`config.mk`:
```
export PLATFORM = sky130hd
export DESIGN_NAME = hazard_ctrl
export DESIGN_NICKNAME = d
export VERILOG_FILES = /design/src/rtl/hazard_pkg.sv /design/src/rtl/hazard_fwd_unit.sv /design/src/rtl/hazard_ctrl.sv
export SDC_FILE = /design/constraint.sdc
export NUM_CORES = 1
export LEC_CHECK = 0
export CAP_MARGIN = 15
export CORE_MARGIN = 2
export CORE_UTILIZATION = 30
export CTS_CLUSTER_SIZE = 10
export DETAILED_ROUTE_END_ITERATION = 10
export HOLD_SLACK_MARGIN = 0.15
export PLACE_DENSITY = 0.76
export SYNTH_ARGS = -nofsm -noshare
export SYNTH_HDL_FRONTEND = slang
export SYNTH_SLANG_ARGS = --single-unit
```
`constraint.sdc`:
```
create_clock -name clk -period 2 [get_ports clk]
set_input_delay 0.2 -clock clk [delete_from_list [all_inputs] [get_ports clk]]
set_output_delay 0.2 -clock clk [all_outputs]
set_load 0.05 [all_outputs]
```
`src/rtl/hazard_pkg.sv`:
```
`default_nettype none
// ============================================================================
//  Module      : hazard_pkg
//  Description : Shared encodings for the pipeline hazard controller:
//                write-back source codes, forwarding selects and FSM states.
//  Revision    : 1.0 - initial release
// ============================================================================
package hazard_pkg;

  // Write-back source codes carried with the instruction in EX
  localparam logic [1:0] WB_ALU = 2'b00;
  localparam logic [1:0] WB_MEM = 2'b01;
  localparam logic [1:0] WB_PC4 = 2'b10;

  // ALU operand forwarding selects
  localparam logic [1:0] FWD_RF  = 2'b00;
  localparam logic [1:0] FWD_WB  = 2'b01;
  localparam logic [1:0] FWD_MEM = 2'b10;

  // Multi-cycle EX tracking states
  typedef enum logic [0:0] {
    RUN     = 1'b0,
    MC_BUSY = 1'b1
  } hz_state_e;

endpackage : hazard_pkg
`default_nettype wire

```
`src/rtl/hazard_fwd_unit.sv`:
```
`default_nettype none
// ============================================================================
//  Module      : hazard_fwd_unit
//  Description : Combinational forwarding compare for one EX source operand.
//                MEM result has priority over WB result; x0 never forwards.
//  Revision    : 1.0 - initial release
// ============================================================================
module hazard_fwd_unit
  import hazard_pkg::*;
(
  input  logic [4:0] rs_E,
  input  logic [4:0] rd_M,
  input  logic       we_reg_M,
  input  logic [4:0] rd_W,
  input  logic       we_reg_W,
  output logic [1:0] fwd_sel
);

  // Pick the youngest in-flight producer of rs_E
  always_comb begin
    fwd_sel = FWD_RF;
    if (we_reg_M && (rd_M != 5'd0) && (rd_M == rs_E)) begin
      fwd_sel = FWD_MEM;
    end else if (we_reg_W && (rd_W != 5'd0) && (rd_W == rs_E)) begin
      fwd_sel = FWD_WB;
    end
  end

endmodule : hazard_fwd_unit
`default_nettype wire

```
`src/rtl/hazard_ctrl.sv`:
```
`default_nettype none
// ============================================================================
//  Module      : hazard_ctrl
//  Description : Stall/flush sequencing and EX forwarding selects for the
//                5-stage core. Priority: memory wait > multi-cycle EX op >
//                branch redirect > load-use.
//                Optional macro HAZARD_PERF_CNT_EN adds saturating
//                stall_cycles / flush_events counters.
//  Revision    : 1.0 - initial release
// ============================================================================
module hazard_ctrl
  import hazard_pkg::*;
#(
  parameter int MC_LAT = 4,
  parameter int CNT_W  = $clog2(MC_LAT + 1)
) (
  input  logic        clk,
  input  logic        rst_n,
  input  logic [4:0]  rs1_D,
  input  logic [4:0]  rs2_D,
  input  logic [4:0]  rs1_E,
  input  logic [4:0]  rs2_E,
  input  logic [4:0]  rd_E,
  input  logic [1:0]  wb_ctrl_E,
  input  logic [4:0]  rd_M,
  input  logic        we_reg_M,
  input  logic [4:0]  rd_W,
  input  logic        we_reg_W,
  input  logic        branch_taken_E,
  input  logic        mc_start_E,
  input  logic        mem_req_M,
  input  logic        mem_ready_M,
  output logic        stall_F,
  output logic        stall_D,
  output logic        stall_E,
  output logic        stall_M,
  output logic        flush_D,
  output logic        flush_E,
  output logic        flush_M,
  output logic        flush_W,
  output logic [1:0]  fwd_a_E,
  output logic [1:0]  fwd_b_E,
`ifdef HAZARD_PERF_CNT_EN
  output logic [31:0] stall_cycles,
  output logic [31:0] flush_events,
`endif
  output logic        mc_busy
);

  // MC_LAT of 1 means the op never holds EX beyond its own cycle
  localparam bit              c_mc_en       = (MC_LAT > 1);
  localparam int              c_load_int    = (MC_LAT > 1) ? (MC_LAT - 2) : 0;
  localparam logic [CNT_W-1:0] c_cnt_load   = c_load_int[CNT_W-1:0];

  hz_state_e        state_q, state_d;
  logic [CNT_W-1:0] cnt_q, cnt_d;

  logic       w_mem_stall;
  logic       w_mc_stall;
  logic       w_load_use;
  logic [1:0] w_fwd_a;
  logic [1:0] w_fwd_b;

  assign w_mem_stall = mem_req_M & ~mem_ready_M;

  // The first cycle of an op (RUN + start) and every busy cycle with cnt!=0 stall
  assign w_mc_stall = c_mc_en &&
                      (((state_q == RUN) && mc_start_E) ||
                       ((state_q == MC_BUSY) && (cnt_q != '0)));

  assign w_load_use = (wb_ctrl_E == WB_MEM) && (rd_E != 5'd0) &&
                      ((rd_E == rs1_D) || (rd_E == rs2_D));

  hazard_fwd_unit u_fwd_a (
    .rs_E     (rs1_E),
    .rd_M     (rd_M),
    .we_reg_M (we_reg_M),
    .rd_W     (rd_W),
    .we_reg_W (we_reg_W),
    .fwd_sel  (w_fwd_a)
  );

  hazard_fwd_unit u_fwd_b (
    .rs_E     (rs2_E),
    .rd_M     (rd_M),
    .we_reg_M (we_reg_M),
    .rd_W     (rd_W),
    .we_reg_W (we_reg_W),
    .fwd_sel  (w_fwd_b)
  );

  // State register: reset aborts any op in flight
  always_ff @(posedge clk) begin
    if (!rst_n) begin
      state_q <= RUN;
      cnt_q   <= '0;
    end else begin
      state_q <= state_d;
      cnt_q   <= cnt_d;
    end
  end

  // Next-state: everything freezes while memory holds the pipe
  always_comb begin
    state_d = state_q;
    cnt_d   = cnt_q;
    if (!w_mem_stall) begin
      case (state_q)
        RUN: begin
          if (mc_start_E && c_mc_en) begin
            state_d = MC_BUSY;
            cnt_d   = c_cnt_load;
          end
        end
        MC_BUSY: begin
          if (cnt_q != '0) begin
            cnt_d = cnt_q - CNT_W'(1);
          end else begin
            state_d = RUN;
          end
        end
        default: begin
          state_d = RUN;
          cnt_d   = '0;
        end
      endcase
    end
  end

  // Output decode in priority order; all quiet while reset is asserted
  always_comb begin
    stall_F = 1'b0;
    stall_D = 1'b0;
    stall_E = 1'b0;
    stall_M = 1'b0;
    flush_D = 1'b0;
    flush_E = 1'b0;
    flush_M = 1'b0;
    flush_W = 1'b0;
    fwd_a_E = FWD_RF;
    fwd_b_E = FWD_RF;
    mc_busy = 1'b0;
    if (rst_n) begin
      fwd_a_E = w_fwd_a;
      fwd_b_E = w_fwd_b;
      mc_busy = (state_q == MC_BUSY);
      if (w_mem_stall) begin
        stall_F = 1'b1;
        stall_D = 1'b1;
        stall_E = 1'b1;
        stall_M = 1'b1;
        flush_W = 1'b1;
      end else if (w_mc_stall) begin
        stall_F = 1'b1;
        stall_D = 1'b1;
        stall_E = 1'b1;
        flush_M = 1'b1;
      end else if (branch_taken_E) begin
        flush_D = 1'b1;
        flush_E = 1'b1;
      end else if (w_load_use) begin
        stall_F = 1'b1;
        stall_D = 1'b1;
        flush_E = 1'b1;
      end
    end
  end

`ifdef HAZARD_PERF_CNT_EN
  logic [31:0] stall_cycles_q, stall_cycles_d;
  logic [31:0] flush_events_q, flush_events_d;

  // Saturating event counters
  always_comb begin
    stall_cycles_d = stall_cycles_q;
    flush_events_d = flush_events_q;
    if (stall_F && (stall_cycles_q != 32'hFFFF_FFFF)) begin
      stall_cycles_d = stall_cycles_q + 32'd1;
    end
    if ((flush_D || flush_E) && (flush_events_q != 32'hFFFF_FFFF)) begin
      flush_events_d = flush_events_q + 32'd1;
    end
  end

  // Counter registers
  always_ff @(posedge clk) begin
    if (!rst_n) begin
      stall_cycles_q <= '0;
      flush_events_q <= '0;
    end else begin
      stall_cycles_q <= stall_cycles_d;
      flush_events_q <= flush_events_d;
    end
  end

  assign stall_cycles = stall_cycles_q;
  assign flush_events = flush_events_q;
`endif

endmodule : hazard_ctrl
`default_nettype wire

```
==> impl_metrics.env, run 1 <==
export IMPL_ant_nets=0
export IMPL_status="finished clean"
export IMPL_worstPathMaxFanout=11
export IMPL_hold_buffers=0
export IMPL_synthArstFlopShare=0
export IMPL_p_per_area_mw_per_mm2=358.7
export IMPL_clock_latency_ps=240
export IMPL_grt_pass1_vias=1019
export IMPL_die_area_sq_mm=0.002734
export IMPL_required_ps=1800
export IMPL_setup_viol=0
export IMPL_layout_drive_gt1_share=0.3846
export IMPL_via_count=968
export IMPL_critPathKind="in -> out"
export IMPL_yosys_most_used_dff="dfxtp_1"
export IMPL_htree_num_levels=1
export IMPL_vias_per_cell=4.914
export IMPL_yosysTopAreaCell="xor2_1"
export IMPL_synth_fp_nets=139
export IMPL_fin_util=0.7919
export IMPL_ys_seq_area_frac=0.1145
export IMPL_routed_wirelength_um=2967
export IMPL_synth_top_cell_area_share=0.2755
export IMPL_clock_path_buffers=2
export IMPL_drt_iter0_drc=15
export IMPL_slowest_stage="clkdlybuf4s50_1"
export IMPL_p_leak_nw=0.7343
export IMPL_timing_hold_violations_final=0
export IMPL_crit_path_start_kind="primary input"
export IMPL_cap_violations=0
export IMPL_ir_drop_mv=0.3305
export IMPL_cp_arrival_ps=1780
export IMPL_hold_path_class="reg -> reg"
export IMPL_cts_made_buffers=3
export IMPL_diodes=0
export IMPL_ys_warn_count=0
export IMPL_fin_nets=218
export IMPL_grt_max_degree=12
export IMPL_hold_worst_slack_ps=503.6
export IMPL_die_h_um=52.29
export IMPL_initial_core_util=0.3162
export IMPL_synth_seq_cells=4
export IMPL_firstDrtPassIters=4
export IMPL_grt_usage=0.2401
export IMPL_synth_common_cells="xor2_1, xnor2_1, and2_1, nor2_1"
export IMPL_cpPeakStageDelay_ps=500
export IMPL_cts_sinks=4
export IMPL_crit_family="buffers and inverters"
export IMPL_synth_edf_count=0
export IMPL_hpwl_um=2267
export IMPL_root_buffer="clkbuf_4"
export IMPL_finalCritPeriodShare=0.9892
export IMPL_gp_congestion=0.8655
export IMPL_cts_tree="yes"
export IMPL_core_area_sq_mm=0.002212
export IMPL_clkTransAtPathRegs_ps=40
export IMPL_synthCells=92
export IMPL_fp_dieW_um=52.29
export IMPL_rows=17
export IMPL_synth_area_top_cells="xor2_1, dfxtp_1, xnor2_1, and2_1, nor2_1"
export IMPL_yosysMostFrequentCell="xor2_1"
export IMPL_rsz0062_at_grt="true"
export IMPL_drc=0
export IMPL_overflow=0
export IMPL_finalMaxSlewViolations=0
export IMPL_wire_per_inst_um=15.06
export IMPL_syn_cell_area_sq_um=699.4
export IMPL_area_growth_pct=150.4
export IMPL_endpoint_kind="primary output"
export IMPL_yosysUniqueCellTypes=31
export IMPL_min_period_ps=1978
export IMPL_dpl_cell_count=191
export IMPL_max_slew_margin=0.7908
export IMPL_grt_pass1_wl_um=4747
export IMPL_fmax_mhz=505.5
export IMPL_cp_buffers_inverters=3
export IMPL_worst_pin_slew_ps=312.7
export IMPL_port_buffers=57
export IMPL_clock_skew_ps=4.702
export IMPL_worstPathCellList="clkdlybuf4s50_1, buf_4, nand3b_1, or3_4, o22ai_4, buf_12"
export IMPL_fin_cells=197
export IMPL_pin_count=58
export IMPL_antenna_found_initial=0
export IMPL_avgSynthCellArea_sq_um=7.602
## stage by stage
| step | setup TNS (ps) | setup slack, ps | cell area, sq um | total power (W) |
|---|---|---|---|---|
| floorplan | 0 | 43.74 | 738.2 | 0.0002526 |
| global placement | -466.5 | -113.4 | 1570 | 0.0004678 |
| detailed placement | -626.8 | -155.1 | 1570 | 0.0004746 |
| CTS | -25.42 | -19.82 | 1694 | 0.0006110 |
| global route | -115.2 | -34.07 | 1752 | 0.0006619 |
| finish | 0 | 21.60 | 1752 | 0.0006284 |
## per-layer routing
metal | part of all wire | global-route usage | vias to the layer above
met5 | 0 | 0 | -
met4 | 0.0064 | 0.07692 | 0
met3 | 0.055 | 0.04286 | 3
met2 | 0.55 | 0.4458 | 40
li1 | - | - | 476
met1 | 0.39 | 0.2718 | 449
## power breakdown
part | total, W | internal (W) | switching [W]
Sequential | 0.0000942 | 0.0000880 | 0.00000622
Combinational | 0.000430 | 0.000230 | 0.000201
Clock | 0.000104 | 0.0000673 | 0.0000365
## cells by family (layout without fill, tap and decap cells)
| group | Yosys count | after routing | synth area share |
|---|---|---|---|
| fa+ha+maj | 2 | 2 | 0.03577 |
| flops | 4 | 4 | 0.1145 |
| buf+inv | 8 | 85 | 0.05366 |
| xor+xnor | 30 | 30 | 0.3757 |
| compound gates | 9 | 9 | 0.09125 |
| simple gates | 39 | 39 | 0.3292 |
## flip-flops by register name (all words and copies together) (netlist names)
signal,count
state_q,1
cnt_q,3
## final cells by class
type / instances / area [sq um]
tap: 28 / 35.03
sequential: 4 / 82.58
multi-input combinational: 80 / 752.0
fill: 154 / 460.4
timing repair buffer: 77 / 840.8
inverter: 5 / 18.77
clock buffer: 3 / 22.52
## placed cells by master, fill, tap and decap left out, types with 2 or more instances in the layout
cell,netlist,routed
dfxtp_2,0,2
dfxtp_1,4,2
dlymetal6s2s_1,0,3
inv_2,0,3
nor4_4,0,3
o21ai_4,0,2
nand3_1,4,4
xor2_1,22,21
clkdlybuf4s15_1,0,2
clkdlybuf4s50_1,0,31
nor2_1,7,6
nor3_1,5,2
buf_4,2,20
ha_4,0,2
xnor2_1,8,8
and2_4,0,2
dlygate4sd2_1,0,7
nor3_2,0,3
inv_1,5,2
clkbuf_4,0,3
or4_4,1,3
o21ai_0,2,2
buf_12,0,11
and2_1,7,5
## path summary, 6_finish.rpt
kind                            slack [ps]        to  depth (start not counted)      from
worst max-delay path                    20   flush_E                          6     rst_n
worst max register to register         440  cnt_q[0]                          8  cnt_q[1]
worst min register to register         500  cnt_q[1]                          1  cnt_q[1]
worst min-delay path                   500  cnt_q[1]                          1  cnt_q[1]
## timing repair
action | in CTS | in global routing
setup buffers | 2 | 1
pin swaps | 9 | 10
endpoints found under the setup margin | 8 | 8
resized for setup | 32 | 16
Power figures use the tool's default switching activity.
==> run 2: changes to the inputs <==
- ABC_AREA: default -> 0
==> results of run 2 <==
Same layout as run 1: the final DEF is identical, and so are final timing and power.
